<file path="src/rtl/pps_timing_pkg.sv">
// ---------------------------------------------------------------------------
// pps_timing_pkg
// Shared timing constants for the PPS delay compensator family:
//   - timestamp field widths (seconds / sub-seconds in 2^-32 s units)
//   - per-channel FSM state encoding (IDLE, DELAY, PULSE)
//   - helper that applies a signed sub-second offset to a full timestamp
// ---------------------------------------------------------------------------
package pps_timing_pkg;

  localparam int TS_SEC_W    = 40;
  localparam int TS_SUBSEC_W = 32;
  localparam int TS_W        = TS_SEC_W + TS_SUBSEC_W;

  // Per-channel FSM encoding (kept as plain constants for legacy tools).
  localparam logic [1:0] ST_IDLE  = 2'd0;
  localparam logic [1:0] ST_DELAY = 2'd1;
  localparam logic [1:0] ST_PULSE = 2'd2;

  // {sec, subsec} is treated as one 72-bit fixed-point number, so a signed
  // sub-second offset carries/borrows into seconds naturally. The sum wraps
  // mod 2^72, which makes seconds wrap mod 2^40 (0 - 1 -> 2^40-1).
  function automatic logic [TS_W-1:0] ts_apply_offset(
    input logic [TS_W-1:0]        ts,
    input logic [TS_SUBSEC_W-1:0] offset
  );
    return ts + {{TS_SEC_W{offset[TS_SUBSEC_W-1]}}, offset};
  endfunction

endpackage

</file>
<file path="src/rtl/pps_delay_channel.sv">
// ---------------------------------------------------------------------------
// pps_delay_channel
// One PPS channel: 3-flop synchroniser with rising-edge detect, a
// programmable cycle-exact delay, a fixed-width output pulse and a sticky
// overrun flag for edges that arrive while the channel is busy.
//
// Optional statistics (macro PPS_DELAY_COMP_MC_STATS_EN): saturating
// 16-bit counters of accepted and dropped edges.
//
// Ports:
//   clk, rst_n    clock, asynchronous active-low reset
//   active        enable & ch_enable for this channel; low forces IDLE
//   pps_in        raw asynchronous PPS input
//   delay         requested delay in clocks (clamped to MAX_DELAY_CYCLES)
//   overrun_clr   single-cycle clear of overrun (and stats counters)
//   pps_out       registered delayed pulse
//   state         current FSM state (debug / busy derivation)
//   overrun       sticky dropped-edge flag
//   edge_count    accepted edges (stats build only)
//   drop_count    dropped edges  (stats build only)
// ---------------------------------------------------------------------------
module pps_delay_channel
  import pps_timing_pkg::*;
#(
  parameter int DELAY_W          = 24,
  parameter int MAX_DELAY_CYCLES = 100_000,
  parameter int PULSE_CYCLES     = 1000
) (
  input  logic               clk,
  input  logic               rst_n,
  input  logic               active,
  input  logic               pps_in,
  input  logic [DELAY_W-1:0] delay,
  input  logic               overrun_clr,
  output logic               pps_out,
  output logic [1:0]         state,
  output logic               overrun
`ifdef PPS_DELAY_COMP_MC_STATS_EN
  , output logic [15:0]      edge_count
  , output logic [15:0]      drop_count
`endif
);

  localparam int PCNT_W = $clog2(PULSE_CYCLES + 1);
  localparam logic [DELAY_W-1:0] MAX_D      = DELAY_W'(MAX_DELAY_CYCLES);
  localparam logic [PCNT_W-1:0]  PULSE_LOAD = PCNT_W'(PULSE_CYCLES);
  localparam logic [DELAY_W-1:0] DCNT_ONE   = DELAY_W'(1);
  localparam logic [PCNT_W-1:0]  PCNT_ONE   = PCNT_W'(1);

  logic               s1, s2, s3;
  logic               rise;
  logic               pend;
  logic [DELAY_W-1:0] d_clamped;
  logic [DELAY_W-1:0] dcnt;
  logic [PCNT_W-1:0]  pcnt;
  logic               last_pulse;
  logic               trigger;
  logic               accept;
  logic               drop;

  // Synchroniser keeps running regardless of enables.
  always_ff @(posedge clk or negedge rst_n) begin
    if (!rst_n) begin
      s1 <= 1'b0;
      s2 <= 1'b0;
      s3 <= 1'b0;
    end else begin
      s1 <= pps_in;
      s2 <= s1;
      s3 <= s2;
    end
  end

  assign rise       = s2 & ~s3;
  assign d_clamped  = (delay > MAX_D) ? MAX_D : delay;
  assign last_pulse = (state == ST_PULSE) && (pcnt == PCNT_ONE);
  // pend carries an edge seen in the final PULSE cycle into IDLE.
  assign trigger    = rise | pend;
  assign accept     = active && (state == ST_IDLE) && trigger;
  assign drop       = active && rise && (state != ST_IDLE) && !last_pulse;

  always_ff @(posedge clk or negedge rst_n) begin
    if (!rst_n) begin
      state   <= ST_IDLE;
      pps_out <= 1'b0;
      pend    <= 1'b0;
      dcnt    <= '0;
      pcnt    <= '0;
    end else if (!active) begin
      state   <= ST_IDLE;
      pps_out <= 1'b0;
      pend    <= 1'b0;
    end else begin
      case (state)
        ST_IDLE: begin
          pend <= 1'b0;
          if (trigger) begin
            if (d_clamped == '0) begin
              state   <= ST_PULSE;
              pps_out <= 1'b1;
              pcnt    <= PULSE_LOAD;
            end else begin
              state <= ST_DELAY;
              dcnt  <= d_clamped;
            end
          end
        end
        ST_DELAY: begin
          // Counter holds D on entry; PULSE starts on the D-th DELAY edge.
          if (dcnt == DCNT_ONE) begin
            state   <= ST_PULSE;
            pps_out <= 1'b1;
            pcnt    <= PULSE_LOAD;
          end else begin
            dcnt <= dcnt - DCNT_ONE;
          end
        end
        ST_PULSE: begin
          if (pcnt == PCNT_ONE) begin
            state   <= ST_IDLE;
            pps_out <= 1'b0;
            pend    <= rise;
          end else begin
            pcnt <= pcnt - PCNT_ONE;
          end
        end
        default: begin
          state   <= ST_IDLE;
          pps_out <= 1'b0;
          pend    <= 1'b0;
        end
      endcase
    end
  end

  // A new drop in the same cycle as a clear leaves the flag set.
  always_ff @(posedge clk or negedge rst_n) begin
    if (!rst_n) overrun <= 1'b0;
    else        overrun <= drop | (overrun & ~overrun_clr);
  end

`ifdef PPS_DELAY_COMP_MC_STATS_EN
  always_ff @(posedge clk or negedge rst_n) begin
    if (!rst_n) begin
      edge_count <= '0;
      drop_count <= '0;
    end else begin
      if (overrun_clr)                      edge_count <= {15'd0, accept};
      else if (accept && edge_count != '1)  edge_count <= edge_count + 16'd1;
      if (overrun_clr)                      drop_count <= {15'd0, drop};
      else if (drop && drop_count != '1)    drop_count <= drop_count + 16'd1;
    end
  end
`endif

endmodule

</file>
<file path="src/rtl/pps_delay_comp_mc.sv">
// ---------------------------------------------------------------------------
// pps_delay_comp_mc
// Multi-channel PPS delay compensator. NUM_CH independent channels each
// delay their PPS edge by a programmable number of clocks and emit a
// PULSE_CYCLES-wide pulse. A shared 2-stage timestamp path adds a signed
// sub-second offset with carry/borrow into seconds.
//
// Optional feature macro: PPS_DELAY_COMP_MC_STATS_EN (adds edge_count and
// drop_count ports, 16 bits per channel).
//
// Ports:
//   clk, rst_n        clock, asynchronous active-low reset
//   enable            global channel enable (timestamp path ignores it)
//   ch_enable         per-channel enable
//   pps_in            raw asynchronous PPS inputs
//   delay_cycles      channel i delay at [i*DELAY_W +: DELAY_W]
//   overrun_clr       clear all overrun flags
//   pps_out           delayed PPS pulses
//   busy              channel in DELAY or PULSE
//   overrun           sticky dropped-edge flags
//   ts_sec_in, ts_subsec_in, ts_valid_in, ts_offset_subsec   timestamp in
//   ts_sec_out, ts_subsec_out, ts_valid_out                  timestamp out
//
// Timestamp strobe semantics: valid-only, no backpressure. Every cycle with
// ts_valid_in high is a transfer; ts_valid_out pulses exactly 2 cycles
// later with the compensated value, so back-to-back strobes are fine.
// ---------------------------------------------------------------------------
module pps_delay_comp_mc
  import pps_timing_pkg::*;
#(
  parameter int NUM_CH           = 4,
  parameter int DELAY_W          = 24,
  parameter int MAX_DELAY_CYCLES = 100_000,
  parameter int PULSE_CYCLES     = 1000
) (
  input  logic                      clk,
  input  logic                      rst_n,
  input  logic                      enable,
  input  logic [NUM_CH-1:0]         ch_enable,
  input  logic [NUM_CH-1:0]         pps_in,
  input  logic [NUM_CH*DELAY_W-1:0] delay_cycles,
  input  logic                      overrun_clr,
  output logic [NUM_CH-1:0]         pps_out,
  output logic [NUM_CH-1:0]         busy,
  output logic [NUM_CH-1:0]         overrun,
  input  logic [TS_SEC_W-1:0]       ts_sec_in,
  input  logic [TS_SUBSEC_W-1:0]    ts_subsec_in,
  input  logic                      ts_valid_in,
  input  logic [TS_SUBSEC_W-1:0]    ts_offset_subsec,
  output logic [TS_SEC_W-1:0]       ts_sec_out,
  output logic [TS_SUBSEC_W-1:0]    ts_subsec_out,
  output logic                      ts_valid_out
`ifdef PPS_DELAY_COMP_MC_STATS_EN
  , output logic [NUM_CH*16-1:0]    edge_count
  , output logic [NUM_CH*16-1:0]    drop_count
`endif
);

  logic [1:0] ch_state [NUM_CH];

  for (genvar g = 0; g < NUM_CH; g++) begin : g_ch
    pps_delay_channel #(
      .DELAY_W          (DELAY_W),
      .MAX_DELAY_CYCLES (MAX_DELAY_CYCLES),
      .PULSE_CYCLES     (PULSE_CYCLES)
    ) u_ch (
      .clk         (clk),
      .rst_n       (rst_n),
      .active      (enable & ch_enable[g]),
      .pps_in      (pps_in[g]),
      .delay       (delay_cycles[g*DELAY_W +: DELAY_W]),
      .overrun_clr (overrun_clr),
      .pps_out     (pps_out[g]),
      .state       (ch_state[g]),
      .overrun     (overrun[g])
`ifdef PPS_DELAY_COMP_MC_STATS_EN
      , .edge_count (edge_count[g*16 +: 16])
      , .drop_count (drop_count[g*16 +: 16])
`endif
    );
    assign busy[g] = (ch_state[g] != ST_IDLE);
  end

  // Timestamp pipeline: stage 1 holds the sum, stage 2 drives the outputs.
  logic [TS_W-1:0] s1_sum;
  logic            s1_valid;

  always_ff @(posedge clk or negedge rst_n) begin
    if (!rst_n) begin
      s1_sum        <= '0;
      s1_valid      <= 1'b0;
      ts_sec_out    <= '0;
      ts_subsec_out <= '0;
      ts_valid_out  <= 1'b0;
    end else begin
      s1_valid     <= ts_valid_in;
      ts_valid_out <= s1_valid;
      if (ts_valid_in)
        s1_sum <= ts_apply_offset({ts_sec_in, ts_subsec_in}, ts_offset_subsec);
      if (s1_valid)
        {ts_sec_out, ts_subsec_out} <= s1_sum;
    end
  end

endmodule

</file>
<file path="config.mk">
export PLATFORM = sky130hd
export DESIGN_NAME = pps_delay_comp_mc
export DESIGN_NICKNAME = d
export VERILOG_FILES = /design/src/rtl/pps_timing_pkg.sv /design/src/rtl/pps_delay_channel.sv /design/src/rtl/pps_delay_comp_mc.sv
export SDC_FILE = /design/constraint.sdc
export NUM_CORES = 1
export LEC_CHECK = 0
export BUFFER_PORTS_ARGS = -buffer_cell sky130_fd_sc_hd__buf_4
export CORE_ASPECT_RATIO = 0.6
export CORE_MARGIN = 2
export CORE_UTILIZATION = 45
export DETAILED_ROUTE_END_ITERATION = 10
export PLACE_DENSITY = 0.65
export SYNTH_ARGS = -nofsm -noshare
export SYNTH_HDL_FRONTEND = slang
export SYNTH_HIERARCHICAL = 1
export SYNTH_SLANG_ARGS = --single-unit
</file>
<file path="constraint.sdc">
create_clock -name clk -period 2.9 [get_ports clk]
set_input_delay 0.145 -clock clk [delete_from_list [all_inputs] [get_ports clk]]
set_output_delay 0.145 -clock clk [all_outputs]
set_load 0.01 [all_outputs]
</file>
==> Word-level counts from Yosys, hierarchy flattened <==
Index checks and enable logic that the tools add are counted.
{ "word_totals": {"regBits": 314, "in_bits": 213, "output_inout_bits": 85, "elab_cells": 299} }
{ "op_classes": {"addsub": 9, "magnitude_cmp": 4, "eq_ne": 60, "n_mux": 100, "bitwise_logic": 25, "reduce_logical": 60} }
{ "op_table": {"columns": ["op", "n"], "rows": [
  ["2-to-1 mux 24 bit", 16],
  ["one-hot mux 24 bit (2 select lines)", 4],
  ["2-to-1 mux 10 bit", 16],
  ["one-hot mux 10 bit (3 select lines)", 4],
  ["equality test 24 x 1 -> 1 bit (second input constant)", 4],
  ["greater-than comparator 24 x 17 -> 1 bit (second input constant)", 4],
  ["zero test 24 bit", 4],
  ["subtractor 24 x 1 -> 24 bit (second input constant)", 4],
  ["adder 72 bit", 1],
  ["inequality test 3 bit (second input constant)", 16],
  ["equality test 10 x 1 -> 1 bit (second input constant)", 4],
  ["2-to-1 mux 2 bit", 20],
  ["inequality test 2 bit (second input constant)", 20],
  ["subtractor 10 x 1 -> 10 bit (second input constant)", 4],
  ["2-to-1 mux 1 bit", 28],
  ["one-hot mux 2 bit (3 select lines)", 4],
  ["AND reduction 6 bit", 4],
  ["AND reduction 5 bit", 4],
  ["logical AND 1 bit", 16],
  ["inequality test 2 x 1 -> 1 bit (second input constant)", 8],
  ["AND reduction 4 bit", 4],
  ["nonzero test 2 bit", 8],
  ["bitwise AND 1 bit", 12],
  ["one-hot mux 1 bit (3 select lines)", 4],
  ["10 further kinds", 45]
]} }

==> Logic depth before layout (Yosys ltp) <==
{ "logic_depth": {"depth_word": 7, "depth_mapped": 12, "mapped_depth_nobuf": 12} }

==> Hierarchy <==
Netlist, hierarchy kept.
{ "by_module_without_submodules": {"columns": ["mod", "n_inst", "cells_per_inst", "area_per_inst_um2", "seq_area_each_um2"], "rows": [
  ["pps_delay_comp_mc", 1, 1012, 9875.7, 3653.5],
  ["pps_delay_channel at g_ch[1].u_ch ...", 3, 290, 2519.9, 1051.0],
  ["pps_delay_channel at g_ch[0].u_ch", 1, 297, 2501.1, 1051.0]
]} }

==> Worst setup path after synthesis <==
Ideal clock, no wire load.
{ "synth_path": {"kind": "in2reg", "from": "input ts_subsec_in[26]", "to": "register s1_sum[66]", "setup_ps": 125, "arrival_ps": 2484, "required_time_ps": 2775, "path_slack_ps": 291, "cell_stages": 11, "n_path_buf": 1, "path_cell_list": "ha_1 > buf_2 > nand4_2 > nand3b_2 > or4_1 > o32ai_2 > o2bb2ai_1 > a2111oi_2 > o41ai_2 > xor2_1 > mux2_2"} }
{ "synth_via": {"elab_chain_cells": 1} }
{ "synth_lines": {"columns": ["element", "line", "rtl"], "rows": [
  ["start: declaration", "pps_delay_comp_mc.sv:47", "input logic [TS_SUBSEC_W-1:0] ts_subsec_in,"],
  ["adder 72 bit", "pps_timing_pkg.sv:26", "return ts + {{TS_SEC_W{offset[TS_SUBSEC_W-1]}}, offset};"],
  ["end signal: assignment", "pps_delay_comp_mc.sv:99", "s1_sum <= ts_apply_offset({ts_sec_in, ts_subsec_in}, ts_offset_subsec);"],
  ["end: declaration", "pps_delay_comp_mc.sv:85", "logic [TS_W-1:0] s1_sum;"]
]} }
No other way between the ends.
A chain may end at the register's enable or synchronous reset.

==> Worst setup path in the final report <==
{ "layout_path": {"from": "register g_ch[0].u_ch.dcnt[19]", "to": "register g_ch[0].u_ch.pcnt[7]"} }
{ "layout_via": {"elab_chain_cells": 3} }
{ "layout_lines": {"columns": ["element", "line", "rtl"], "rows": [
  ["start: declaration", "pps_delay_channel.sv:54", "logic [DELAY_W-1:0] dcnt;"],
  ["start signal: assignment", "pps_delay_channel.sv:104", "dcnt <= d_clamped;"],
  ["start signal: assignment", "pps_delay_channel.sv:115", "dcnt <= dcnt - DCNT_ONE;"],
  ["equality test 24 x 1 -> 1 bit", "pps_delay_channel.sv:110", "if (dcnt == DCNT_ONE) begin"],
  ["inequality test 2 x 1 -> 1 bit (no source line)", null, null],
  ["AND reduction 6 bit (no source line)", null, null],
  ["end signal: assignment", "pps_delay_channel.sv:124", "pcnt <= pcnt - PCNT_ONE;"],
  ["end: declaration", "pps_delay_channel.sv:55", "logic [PCNT_W-1:0] pcnt;"]
]} }
No other way between the ends.

==> out/summary.json <==
{
  "critical_path": {
    "regToRegEndpoint": "g_ch[0].u_ch/pcnt[7]",
    "cp_data_arrival_time_ns": 3.20,
    "worst_ep_required_time_ns": 3.32,
    "timing.critical_path.cells": "or4_4 -> or4_4 -> or4_1 -> o31ai_2 -> buf_4 -> a21oi_2 -> a31oi_1",
    "critPathCaptureType": "register",
    "master_of_the_slowest_instance_on_the_critical_path": "or4_4",
    "regToRegStartpoint": "g_ch[0].u_ch/dcnt[19]",
    "worst_setup_path_startpoint": "g_ch[0].u_ch/dcnt[19]",
    "worstPathBufferInverterCount": 1,
    "reg2reg_depth": 7,
    "cpLargestDelayFamily": "simple AND/OR/NAND/NOR gates",
    "critical_path_class": "reg -> reg",
    "crit_top_cell": "or4_4",
    "rrSetupSlack_ns": 0.12,
    "critical-path-max-stage-delay_ns": 0.59,
    "critPathMaxFanout": 5,
    "critPathLaunchType": "register",
    "cp-endpoint": "g_ch[0].u_ch/pcnt[7]",
    "worstSetupPathDepth": 7
  },
  "run_status": {
    "outcome": "complete, but fails checks",
    "violations_in_the_final_reports": "DRC"
  },
  "yosys": {
    "yosys.area.top_type": "dfrtp_1",
    "synth_cells": 2179,
    "postSynth.asyncResetShare_pct": 100,
    "share_of_cell_area_taken_by_muxes_after_synthesis_pct": 7.41,
    "yosysSeqAreaShare_pct": 39.4,
    "synth.lib_cells_used.distinct": 96,
    "synth_enable_flop_cells": 0,
    "postSynthRegisterBits": 314,
    "synthFlopType": "dfrtp_1",
    "synthesis.area_per_instance_um2": 9.15,
    "synth.net_count": 2480,
    "ys.warnings.count": 6,
    "synth_compound_area_share_pct": 22.4,
    "synth.top_cell.area_share_pct": 39.4,
    "main_combinational_cell_family_by_area_after_synthesis": "compound AO/OA/AOI/OAI gates",
    "synth-simple-area-share_pct": 18.9,
    "post_synth_xor_area_fraction_pct": 2.46,
    "synth_adder_area_share_pct": 5.56,
    "leading_cell_types_by_total_area_after_synthesis": "dfrtp_1 39%, mux2_2 7.0%, ha_1 5.5%, a21oi_1 5.3%, o21ai_0 3.6%",
    "mappedNetlistArea_um2": 19900
  },
  "sta": {
    "worst_pin_slew_ns": 0.731,
    "slew_viol_final": 0,
    "finalClockSkew_ns": 0.0206,
    "timing.final.setup_violations": 0,
    "clock.fmax_mhz": 360,
    "hold_viol_final": 0,
    "worst_slew_margin_rel_pct": 50.8,
    "final_period_minus_worst_setup_slack_ns": 2.78,
    "fin_setup_tns_ns": 0,
    "finalCritPeriodShare_pct": 95.8
  },
  "floorplanning": {
    "io_pins": 298,
    "dieWidth_um": 276,
    "dieArea_um2": 46100,
    "fp.dieH_um": 167,
    "floorplan.rows": 59,
    "initial_utilization_pct": 45.8,
    "core_area_um2": 43600
  },
  "clocking": {
    "clock_latency_ns": 0.52,
    "ctsHtreeMaxLevel": 2,
    "clock_tree.buffer_depth": 3,
    "cts_num_sinks": 314,
    "clk_pin_slew_ns": 0.06,
    "cts-buffers-inserted": 34,
    "tritoncts_clock_tree": "yes",
    "ctsRootBufferMaster": "clkbuf_16"
  },
  "detailed_routing": {
    "drt-total-wl_mm": 62.3,
    "drt_first_iter_violations": 1590,
    "antenna_violating_nets_post_route": 0,
    "post-route-drc-count": 9,
    "drt_pre_antenna_iters": 8,
    "detailroute.via_count": 19000,
    "wl_cell_um": 19.2,
    "vias_per_cell": 5.86
  },
  "pwr": {
    "powerDensity_nw_per_um2": 546,
    "power_leakage_uw": 0.0110,
    "peakVddDrop_mv": 0.453
  },
  "job": {
    "max_cap_violations": 0
  },
  "min_path": {
    "timing.hold.worst.class": "in -> reg"
  },
  "finish": {
    "drive_gt1_share_pct": 27.1,
    "area_growth_pct": 28.0,
    "instances_no_fill": 3243,
    "fin_nets": 2939,
    "fin_util_pct": 58.6
  },
  "place": {
    "gpl.final_weighted_congestion": 0.946,
    "detailed_place_hpwl_mm": 47.5,
    "place.detailed.instances": 3118,
    "numPortBuffers": 297
  },
  "global_route": {
    "first_global_vias": 18400,
    "overflow": 0,
    "grtUsageTotal_pct": 26.7,
    "grt_pass1_wl_mm": 99.7,
    "grt_start_max_net_pins": 76,
    "antenna_found_initial": 2
  }
}
[synth_stat cells (16+ instances only)]
| library cell | count |
|---|---|
| a21o_1 | 26 |
| o21ai_1 | 17 |
| nand4_1 | 45 |
| o21ai_0 | 142 |
| and2_1 | 20 |
| a31oi_1 | 38 |
| o22ai_1 | 16 |
| ha_1 | 87 |
| nand3_1 | 57 |
| nand2_1 | 137 |
| inv_1 | 79 |
| or2_2 | 19 |
| dfrtp_1 | 314 |
| nor2b_1 | 19 |
| o21a_1 | 24 |
| mux2_2 | 124 |
| nor2_1 | 179 |
| nand2b_1 | 17 |
| a21oi_1 | 210 |
| xnor2_1 | 35 |
| nor4_1 | 31 |
| clkbuf_1 | 60 |
| xor2_1 | 21 |
| o21bai_1 | 21 |
| nor3_1 | 87 |
| o31ai_1 | 25 |
| a22oi_1 | 20 |
| or3_1 | 19 |
| buf_2 | 32 |
[sequential cells by signal (all words and copies together), names as in the netlist]
register           cells
g_ch.u_ch/dcnt        96
g_ch.u_ch/overrun      4
g_ch.u_ch/pcnt        40
g_ch.u_ch/pend         4
g_ch.u_ch/pps_out      4
g_ch.u_ch/s1           4
g_ch.u_ch/s2           4
g_ch.u_ch/s3           4
g_ch.u_ch/state        8
s1_sum                72
s1_valid               1
ts_sec_out            40
ts_subsec_out         32
ts_valid_out           1
[worst min path at each step]
stage	cells after the start	start	end
6_report	4	delay_cycles[10]	g_ch[0].u_ch/dcnt[10]
5_1_grt	3	delay_cycles[53]	g_ch[2].u_ch/dcnt[5]
4_1_cts	3	delay_cycles[29]	g_ch[1].u_ch/dcnt[5]
3_5_place_dp	1	rst_n	ts_subsec_out[2]
3_3_place_gp	1	rst_n	ts_subsec_out[2]
2_1_floorplan	0	rst_n	g_ch[0].u_ch/dcnt[0]
[layout by cell type, fill, tap and decap left out, types with 12 or more instances in the layout]
| cell type | instances |
|---|---|
| a31oi_1 | 38 |
| or2_2 | 19 |
| dfrtp_1 | 313 |
| nand3_1 | 57 |
| nand4_1 | 45 |
| buf_4 | 455 |
| o2bb2ai_1 | 15 |
| a21oi_1 | 210 |
| nand2b_1 | 17 |
| o31ai_1 | 24 |
| nor3_1 | 87 |
| xnor2_1 | 35 |
| o21a_1 | 24 |
| clkbuf_16 | 35 |
| nand2_1 | 137 |
| inv_1 | 79 |
| nor4_1 | 31 |
| o21bai_1 | 21 |
| o21ai_1 | 17 |
| a21o_1 | 26 |
| o21ai_0 | 142 |
| xor2_1 | 21 |
| a32oi_1 | 12 |
| nor2b_1 | 19 |
| a211oi_1 | 14 |
| nor2_1 | 179 |
| or3_1 | 19 |
| mux2_2 | 124 |
| ha_1 | 87 |
| a22oi_1 | 20 |
| dlygate4sd3_1 | 61 |
| o22ai_1 | 16 |
| and2_1 | 20 |
[where the power goes]
part           leakage, uW  internal, uW  switching (uW)
registers          0.00383          5110             561
clock network     0.000537          2560            1850
logic              0.00660          1920            1920
total               0.0110          9590            4340
[per-layer routing]
layer / global-route usage (%) / vias up / part of all wire, %
li1: - / 9050 / -
met2: 38.6 / 609 / 42
met3: 3.75 / 74 / 6.4
met4: 5.82 / 0 / 1.9
met1: 41.9 / 9277 / 50
met5: 0 / - / 0
[kinds of logic (layout without fill, tap and decap cells)]
group                    after synthesis  count (layout)
other                                  0               2
AND/OR/NAND/NOR                      716             716
XOR/XNOR                              56              56
AO/OA/AOI/OAI                        687             687
buffers and inverters                186             669
flip-flops                           314             314
adder cells (fa/ha/maj)               88              88
multiplexers                         132             132
[cell type report]
type                    instances  area (um2)
inverters                      84         315
clock inverters                13         165
multi-input cells            1679       11300
flip-flops and latches        314        7860
well taps                     579         724
clock buffers                  47         941
fillers                      3864       18000
diodes                          2        5.00
repair buffers                525        4190
[stage by stage]
step	hold WS, ns	area, um2	worst slack [ns]	power, uW
detailed placement	0.130	23800	-0.218	9490
global placement	0.126	23800	-0.138	9380
CTS	0.000513	25500	0.0827	14000
floorplan	-0.151	19900	0.291	7650
finish	0.0233	25500	0.123	13900
global route	0.0127	25500	-0.00559	14700
[repair_timing]
| action | CTS | global route |
|---|---|---|
| gates resized for setup | 0 | 1 |
| endpoints found under the hold margin | 123 | 0 |
| hold buffers | 61 | 0 |
| buffers inserted | 0 | 1 |
| endpoints found under the setup margin | 0 | 2 |
[tightest hold or removal path: cells and delay by family]
kind                   cells  cell delay, ns
buffers and inverters      2            0.17
AOI/OAI and AO/OA          2            0.17
Note: power is estimated with default switching activity, not from simulation.
